`src/rtl/pos_update_pkg.sv`:
```
// rtl/pos_update_pkg.sv - shared FSM state type and default sizes for pos_update_ctl
package pos_update_pkg;

    localparam int POS_W_DEF = 12;
    localparam int H_MAX_DEF = 800;
    localparam int V_MAX_DEF = 600;

    typedef enum logic [1:0] {
        IDLE    = 2'd0,
        ARMED   = 2'd1,
        UPDATE  = 2'd2,
        HOLDOFF = 2'd3
    } state_t;

endpackage

```
`src/rtl/rr_arb2.sv`:
```
// rtl/rr_arb2.sv - two-input round-robin arbiter; pointer moves past the winner on adv
module rr_arb2 (
    input  logic       clk,
    input  logic       rst,
    input  logic [1:0] req,
    input  logic       adv,
    output logic [1:0] gnt
);

    logic r_ptr;

    always_comb begin
        gnt = 2'b00;
        case (req)
            2'b01:   gnt = 2'b01;
            2'b10:   gnt = 2'b10;
            2'b11:   gnt = r_ptr ? 2'b10 : 2'b01;
            default: gnt = 2'b00;
        endcase
    end

    // Pointer always points at the requester that did not just win
    always_ff @(posedge clk or posedge rst) begin
        if (rst) begin
            r_ptr <= 1'b0;
        end else if (adv && (gnt != 2'b00)) begin
            r_ptr <= gnt[0];
        end
    end

endmodule

```
`src/rtl/pos_update_ctl.sv`:
```
// rtl/pos_update_ctl.sv - frame-synchronous cursor position update controller, one update per vblank
// Optional clamping to the active area when POS_UPDATE_CTL_CLAMP_EN is defined.
module pos_update_ctl
    import pos_update_pkg::*;
#(
    parameter int POS_W = POS_W_DEF,
    parameter int H_MAX = H_MAX_DEF,
    parameter int V_MAX = V_MAX_DEF
) (
    input  logic             clk,
    input  logic             rst,
    input  logic             vblank,
    input  logic             req0,
    input  logic [POS_W-1:0] xpos0,
    input  logic [POS_W-1:0] ypos0,
    input  logic             req1,
    input  logic [POS_W-1:0] xpos1,
    input  logic [POS_W-1:0] ypos1,
    output logic             ack0,
    output logic             ack1,
    output logic [POS_W-1:0] xpos_out,
    output logic [POS_W-1:0] ypos_out,
    output logic             upd,
    output logic             grant_id
);

`ifdef POS_UPDATE_CTL_CLAMP_EN
    localparam bit CLAMP_EN = 1'b1;
`else
    localparam bit CLAMP_EN = 1'b0;
`endif

    // With clamping off the limit is all-ones, so the compare never fires
    localparam logic [POS_W-1:0] X_LIM = CLAMP_EN ? POS_W'(H_MAX - 1) : {POS_W{1'b1}};
    localparam logic [POS_W-1:0] Y_LIM = CLAMP_EN ? POS_W'(V_MAX - 1) : {POS_W{1'b1}};

    state_t           r_state;
    logic             r_vblank_d;
    logic             w_vb_rise;
    logic             w_any_req;
    logic             w_load;
    logic [1:0]       w_gnt;
    logic [POS_W-1:0] w_sel_x;
    logic [POS_W-1:0] w_sel_y;
    logic [POS_W-1:0] w_ld_x;
    logic [POS_W-1:0] w_ld_y;

    assign w_vb_rise = vblank & ~r_vblank_d;
    assign w_any_req = req0 | req1;
    assign w_load    = w_vb_rise & w_any_req & ((r_state == IDLE) || (r_state == ARMED));

    rr_arb2 u_arb (
        .clk (clk),
        .rst (rst),
        .req ({req1, req0}),
        .adv (w_load),
        .gnt (w_gnt)
    );

    assign w_sel_x = w_gnt[1] ? xpos1 : xpos0;
    assign w_sel_y = w_gnt[1] ? ypos1 : ypos0;
    assign w_ld_x  = (w_sel_x > X_LIM) ? X_LIM : w_sel_x;
    assign w_ld_y  = (w_sel_y > Y_LIM) ? Y_LIM : w_sel_y;

    always_ff @(posedge clk or posedge rst) begin
        if (rst) begin
            r_state    <= IDLE;
            r_vblank_d <= 1'b0;
            xpos_out   <= '0;
            ypos_out   <= '0;
            upd        <= 1'b0;
            ack0       <= 1'b0;
            ack1       <= 1'b0;
            grant_id   <= 1'b0;
        end else begin
            r_vblank_d <= vblank;
            upd        <= 1'b0;
            ack0       <= 1'b0;
            ack1       <= 1'b0;

            case (r_state)
                IDLE: begin
                    if (w_any_req) begin
                        r_state <= w_vb_rise ? UPDATE : ARMED;
                    end
                end
                ARMED: begin
                    if (!w_any_req) begin
                        r_state <= IDLE;
                    end else if (w_vb_rise) begin
                        r_state <= UPDATE;
                    end
                end
                UPDATE: begin
                    r_state <= HOLDOFF;
                end
                HOLDOFF: begin
                    // Stay here for the rest of this blanking interval
                    if (!vblank) begin
                        r_state <= w_any_req ? ARMED : IDLE;
                    end
                end
                default: begin
                    r_state <= IDLE;
                end
            endcase

            if (w_load) begin
                xpos_out <= w_ld_x;
                ypos_out <= w_ld_y;
                upd      <= 1'b1;
                ack0     <= w_gnt[0];
                ack1     <= w_gnt[1];
                grant_id <= w_gnt[1];
            end
        end
    end

endmodule

```
`config.mk`:
```
export PLATFORM = sky130hd
export DESIGN_NAME = pos_update_ctl
export DESIGN_NICKNAME = d
export VERILOG_FILES = /design/src/rtl/pos_update_pkg.sv /design/src/rtl/rr_arb2.sv /design/src/rtl/pos_update_ctl.sv
export SDC_FILE = /design/constraint.sdc
export NUM_CORES = 1
export LEC_CHECK = 0
export BUFFER_PORTS_ARGS = -buffer_cell sky130_fd_sc_hd__buf_2
export CORE_MARGIN = 3
export CORE_UTILIZATION = 44
export CTS_BUF_LIST = sky130_fd_sc_hd__clkbuf_4 sky130_fd_sc_hd__clkbuf_8
export DETAILED_ROUTE_END_ITERATION = 7
export GPL_TIMING_DRIVEN = 0
export PLACE_DENSITY = 0.78
export SYNTH_ARGS = -nofsm -noshare
export SYNTH_HDL_FRONTEND = slang
export SYNTH_HIERARCHICAL = 1
export SYNTH_SLANG_ARGS = --single-unit
```
`constraint.sdc`:
```
create_clock -name clk -period 2.78 [get_ports clk]
set_input_delay 0.834 -clock clk [delete_from_list [all_inputs] [get_ports clk]]
set_output_delay 0.834 -clock clk [all_outputs]
set_load 0.02 [all_outputs]
```
Word level (Yosys, flattened, before mapping) --
Index checks and enable logic that the tools add are counted.
Storage, ports and cells: register bits after elaboration 32, word-level logic and storage cells 46
Operators by class: order comparisons 2, eq/ne operators 9, bitwise logic cells 5, multiplexer cells 16, reductions and logical operators 5
Operators with widths (count):
- 12-bit two-way mux | 4
- 12-bit greater-than comparator, second input constant | 2
- 2-bit two-way mux | 6
- 2-bit equality test, second input constant | 4
- 2-bit case mux with 4 select lines | 1
- 2-bit case mux with 3 select lines | 1
- 2-bit by 1-bit equality test with 1-bit output, second input constant | 2
- 1-bit two-way mux | 4
- 2-bit != test, second input constant | 2
- 1-bit bitwise AND | 3
- 3-bit != test, second input constant | 1
- 3-bit AND reduction | 1
- 2-bit zero test | 1
- 2-bit nonzero test | 1
- 1-bit logical AND | 1
- 1-bit logical OR | 1
- 1-bit inverter | 1
- 1-bit OR | 1

Longest topological paths before layout --
depth after elaboration 5, mapped depth 6, mapped depth without buffers 4

By module --
The synthesis kept the hierarchy.
By module, submodules not included:
- pos_update_ctl | seq. area each 775.7 µm², instances 1, cells an instance 97, area each 1491.4 µm²
- rr_arb2 | seq. area each 25.0 µm², instances 1, cells an instance 7, area each 58.8 µm²

Least setup slack after synthesis --
No wires, ideal clock.
path type input to register, from input port req1, to register xpos_out[10], arrival time 1.926 ns, setup time 0.128 ns, buffers on the path 2, path slack 0.727 ns, stages 5, path through a21boi_1 > buf_2 > buf_4 > mux2_2 > mux2_1
Between the ends: cells in the longest elaborated chain, start to end 5
RTL lines:
- start, declared | line pos_update_ctl.sv:16 | input logic req1,
- 2-bit equality test or 2-bit by 1-bit equality test with 1-bit output (tied branches) | line rr_arb2.sv:14 | case (req)
- 2-bit case mux with 3 select lines | line rr_arb2.sv:14
- 12-bit two-way mux | line pos_update_ctl.sv:60 | assign w_sel_x = w_gnt[1] ? xpos1 : xpos0;
- 12-bit greater-than comparator | line pos_update_ctl.sv:62 | assign w_ld_x = (w_sel_x > X_LIM) ? X_LIM : w_sel_x;
- 12-bit two-way mux | line pos_update_ctl.sv:62
- end signal, assigned | line pos_update_ctl.sv:109 | xpos_out <= w_ld_x;
- end, declared | line pos_update_ctl.sv:21 | output logic [POS_W-1:0] xpos_out,
Parallel ways exist; a longest one is shown, timed or not. A chain may end at the register's enable or synchronous reset.

Worst setup path after layout --
from input port req1, to register xpos_out[7]
Between the ends: cells in the longest elaborated chain, start to end 5
RTL lines:
- 2-bit equality test or 2-bit by 1-bit equality test with 1-bit output (tied branches) | line rr_arb2.sv:14
- 2-bit case mux with 3 select lines * | line rr_arb2.sv:14
- via w_gnt[1] | line pos_update_ctl.sv:42 | logic [1:0] w_gnt;
- 12-bit two-way mux * | line pos_update_ctl.sv:60
- 12-bit greater-than comparator | line pos_update_ctl.sv:62
- 12-bit two-way mux * | line pos_update_ctl.sv:62
Mark *: on every way through the listed nets, which the timed path passes. The rest lies on a longest branch.

==> run_results.csv <==
group,metric,value,unit
status,outcome,"complete, no violations",
cts,cts_inserted_buffers,5,
cells_and_area,fillers,273,
timing,max_freq,497.4,MHz
yosys,syn-num-nets,157,
power,power_per_cell_area,747.5,mW/mm^2
detailed_routing,ant_nets,0,
timing,finalCriticalPeriod,2011,ps
yosys,synth_largest_area_cell,"dfrtp_1",
die,rows,20,
global_routing,grt_antenna_before_repair,0,
yosys,post_synth_most_frequent_cells,"dfrtp_1, mux2_2, mux2_4, mux2_1, inv_1",
cells_and_area,stdcell_count,235,
timing,setup-tns-final,0,ps
cts,cts.path.max_buffers,2,
die,die-width,65.36,um
die,top_level_ports,81,
detailed_routing,avgViaCountPerCell,4.826,
worst_setup_path,worstSetupStartpointType,"input pin",
cells_and_area,flow.area_growth_from_synthesis,33.58,%
cells_and_area,antenna_cells,0,
die,die_h,65.36,um
placement,placedInstanceArea,0.002006,sq mm
timing,finalCritPeriodShare,0.7232,
cells_and_area,drive_gt1_frac,0.7120,
worst_setup_path,critPathRequiredTime,2990,ps
yosys,synthArstFlopShare,1.000,
cts,clkTransAtPathRegs,90,ps
yosys,netlist.area_leader.share,0.5165,
placement,post-place-ws,406.4,ps
timing,setup_slack,769.5,ps
cts,cts_htree_levels,2,
yosys,count_of_different_cell_masters_after_synthesis,19,
yosys,synth_edf_count,0,
cells_and_area,nNetsFinal,244,
cells_and_area,design_area,0.002071,sq mm
timing,final_hold_violating_endpoints,0,
timing,fin_skew,4.988,ps
cts,cts_tree,"yes",
yosys,synth.ff_latch_count,32,
global_routing,globalRouteOverflowTotal,0,
placement,gp_congestion,0.6730,
cts,cts.repair_timing.setup_buffer_count,0,
worst_setup_path,critical_path_arrival,2220,ps
global_routing,grt_first_pass_wirelength,5375,um
placement,place_inst,228,
yosys,synth_area,0.001550,sq mm
worst_setup_path,critical_path_class,"in -> reg",
cts,post_cts_hold_buffer_count,0,
detailed_routing,wl_per_cell,13.51,um
timing,relSlewSlack,0.2364,
power,static-leakage-power,1.049,nW
cts,clkSinkCount,32,
detailed_routing,route.vias.total,1134,
hold_path,hold_class,"in -> async",
cts,post_cts_resize_count,0,
detailed_routing,routed_wl,3175,um
die,initial_utilization,0.4840,
global_routing,track_usage,0.1656,
detailed_routing,drc,0,
worst_setup_path,timing.critical_path.to_type,"register",
cts,cts.root.buffer_cell,"clkbuf_4",
yosys,ys.warnings.count,6,
yosys,synth_area_per_cell,14.91,sq um
detailed_routing,detailedRoute.firstIterationViolations,29,
worst_setup_path,worstPathMaxFanout,10,
yosys,syn-instance-count,104,
yosys,yosys-top-cells-area,"dfrtp_1, mux2_2, mux2_4, mux2_1, buf_6",
yosys,yosys_most_used_dff,"dfrtp_1",
yosys,synth-seq-area-share,0.5165,
timing,final_number_of_max_transition_violations,0,
placement,io_buffer_count,80,
die,die_area,0.004271,sq mm
timing,finish_stage_setup_viols,0,
die,design.core.area,0.003203,sq mm
placement,dp_hpwl,2484,um
detailed_routing,drt-pass1-iter-count,2,
timing,tightestPinTransition,1144,ps
flow_run,max_cap_violations,0,
power,power.ir.vdd_worst,0.0004395,V
global_routing,grt_start_max_net_pins,32,
timing,grt_setup_unrepaired,"false",
cts,clock_latency,330,ps
cells_and_area,layout.core_utilization,0.6465,
global_routing,grt_pass1_vias,1231,
==> worst max-delay path: stages <==
cell and delay (ps):
buf_2 120, a21boi_1 170, buf_2 240, buf_4 220, mux2_2 340, mux2_1 290
==> state kept, by name (all words and copies together), names as in the netlist <==
| signal | flops |
|---|---|
| xpos_out | 12 |
| r_vblank_d | 1 |
| ack0 | 1 |
| ack1 | 1 |
| u_arb/r_ptr | 1 |
| r_state | 2 |
| ypos_out | 12 |
| grant_id | 1 |
| upd | 1 |
==> placed cells by master, fill, tap and decap left out <==
master / synthesis / routed
dfrtp_1: 32 / 32
o21ai_0: 1 / 1
a31oi_1: 1 / 1
buf_2: 1 / 81
inv_1: 5 / 5
a21boi_1: 1 / 1
mux2_2: 32 / 32
clkbuf_8: 0 / 2
mux2_1: 7 / 7
mux2_4: 10 / 10
nand2b_4: 1 / 1
and2_1: 2 / 2
nor2_1: 2 / 2
clkbuf_4: 0 / 5
a2bb2oi_1: 1 / 1
buf_6: 2 / 2
buf_4: 2 / 2
a32oi_1: 1 / 1
a21boi_0: 1 / 1
a21oi_1: 1 / 1
nor3_4: 1 / 1
==> cell type report <==
type | instances | area (sq um) | share of cell area
Timing Repair Buffer | 80 | 400.4 | 0.1934
Multi-Input combinational cell | 62 | 688.2 | 0.3323
Inverter | 5 | 18.77 | 0.009063
Tap cell | 44 | 55.05 | 0.02659
Sequential cell | 32 | 800.8 | 0.3867
Buffer | 5 | 42.54 | 0.02054
Clock buffer | 7 | 65.06 | 0.03142
==> routing by layer <==
layer,vias to the layer above,global-route usage,wire length (um)
met5,-,0,0
met4,0,0.06995,55
met2,53,0.2933,1623
met3,6,0.05812,269
li1,540,-,-
met1,535,0.1774,1226
==> where the power goes <==
| part | total (mW) | switching [mW] | internal [mW] |
|---|---|---|---|
| combinational | 0.594 | 0.306 | 0.288 |
| sequential | 0.666 | 0.0687 | 0.597 |
| clock | 0.288 | 0.144 | 0.143 |
| total | 1.55 | 0.519 | 1.03 |
==> through the flow <==
stage | hold WS [ps] | total power [mW]
2_1_floorplan | 422.0 | 1.069
3_3_place_gp | 432.0 | 1.255
3_5_place_dp | 451.2 | 1.278
4_1_cts | 311.3 | 1.573
5_1_grt | 310.6 | 1.655
6_report | 330.4 | 1.548
==> logic make-up after synthesis <==
kind of cell,count (synthesis),synth area share
AOI/OAI and AO/OA,7,0.03148
buffers and inverters,10,0.03954
DFF,32,0.5165
muxes,49,0.3801
and+or+nand+nor,6,0.03229
==> path summary, 6_finish.rpt <==
| kind | startpoint | depth (start not counted) | end | slack [ps] |
|---|---|---|---|---|
| min in group clk | r_state[0] | 1 | r_state[1] | 460 |
| min | rst | 2 | u_arb/r_ptr | 330 |
| max in group asynchronous | rst | 2 | xpos_out[6] | 1290 |
| min reg2reg | r_state[0] | 1 | r_state[1] | 460 |
| max reg2reg | u_arb/r_ptr | 6 | xpos_out[7] | 990 |
| max | req1 | 6 | xpos_out[7] | 770 |
Power figures use the tool's default switching activity.
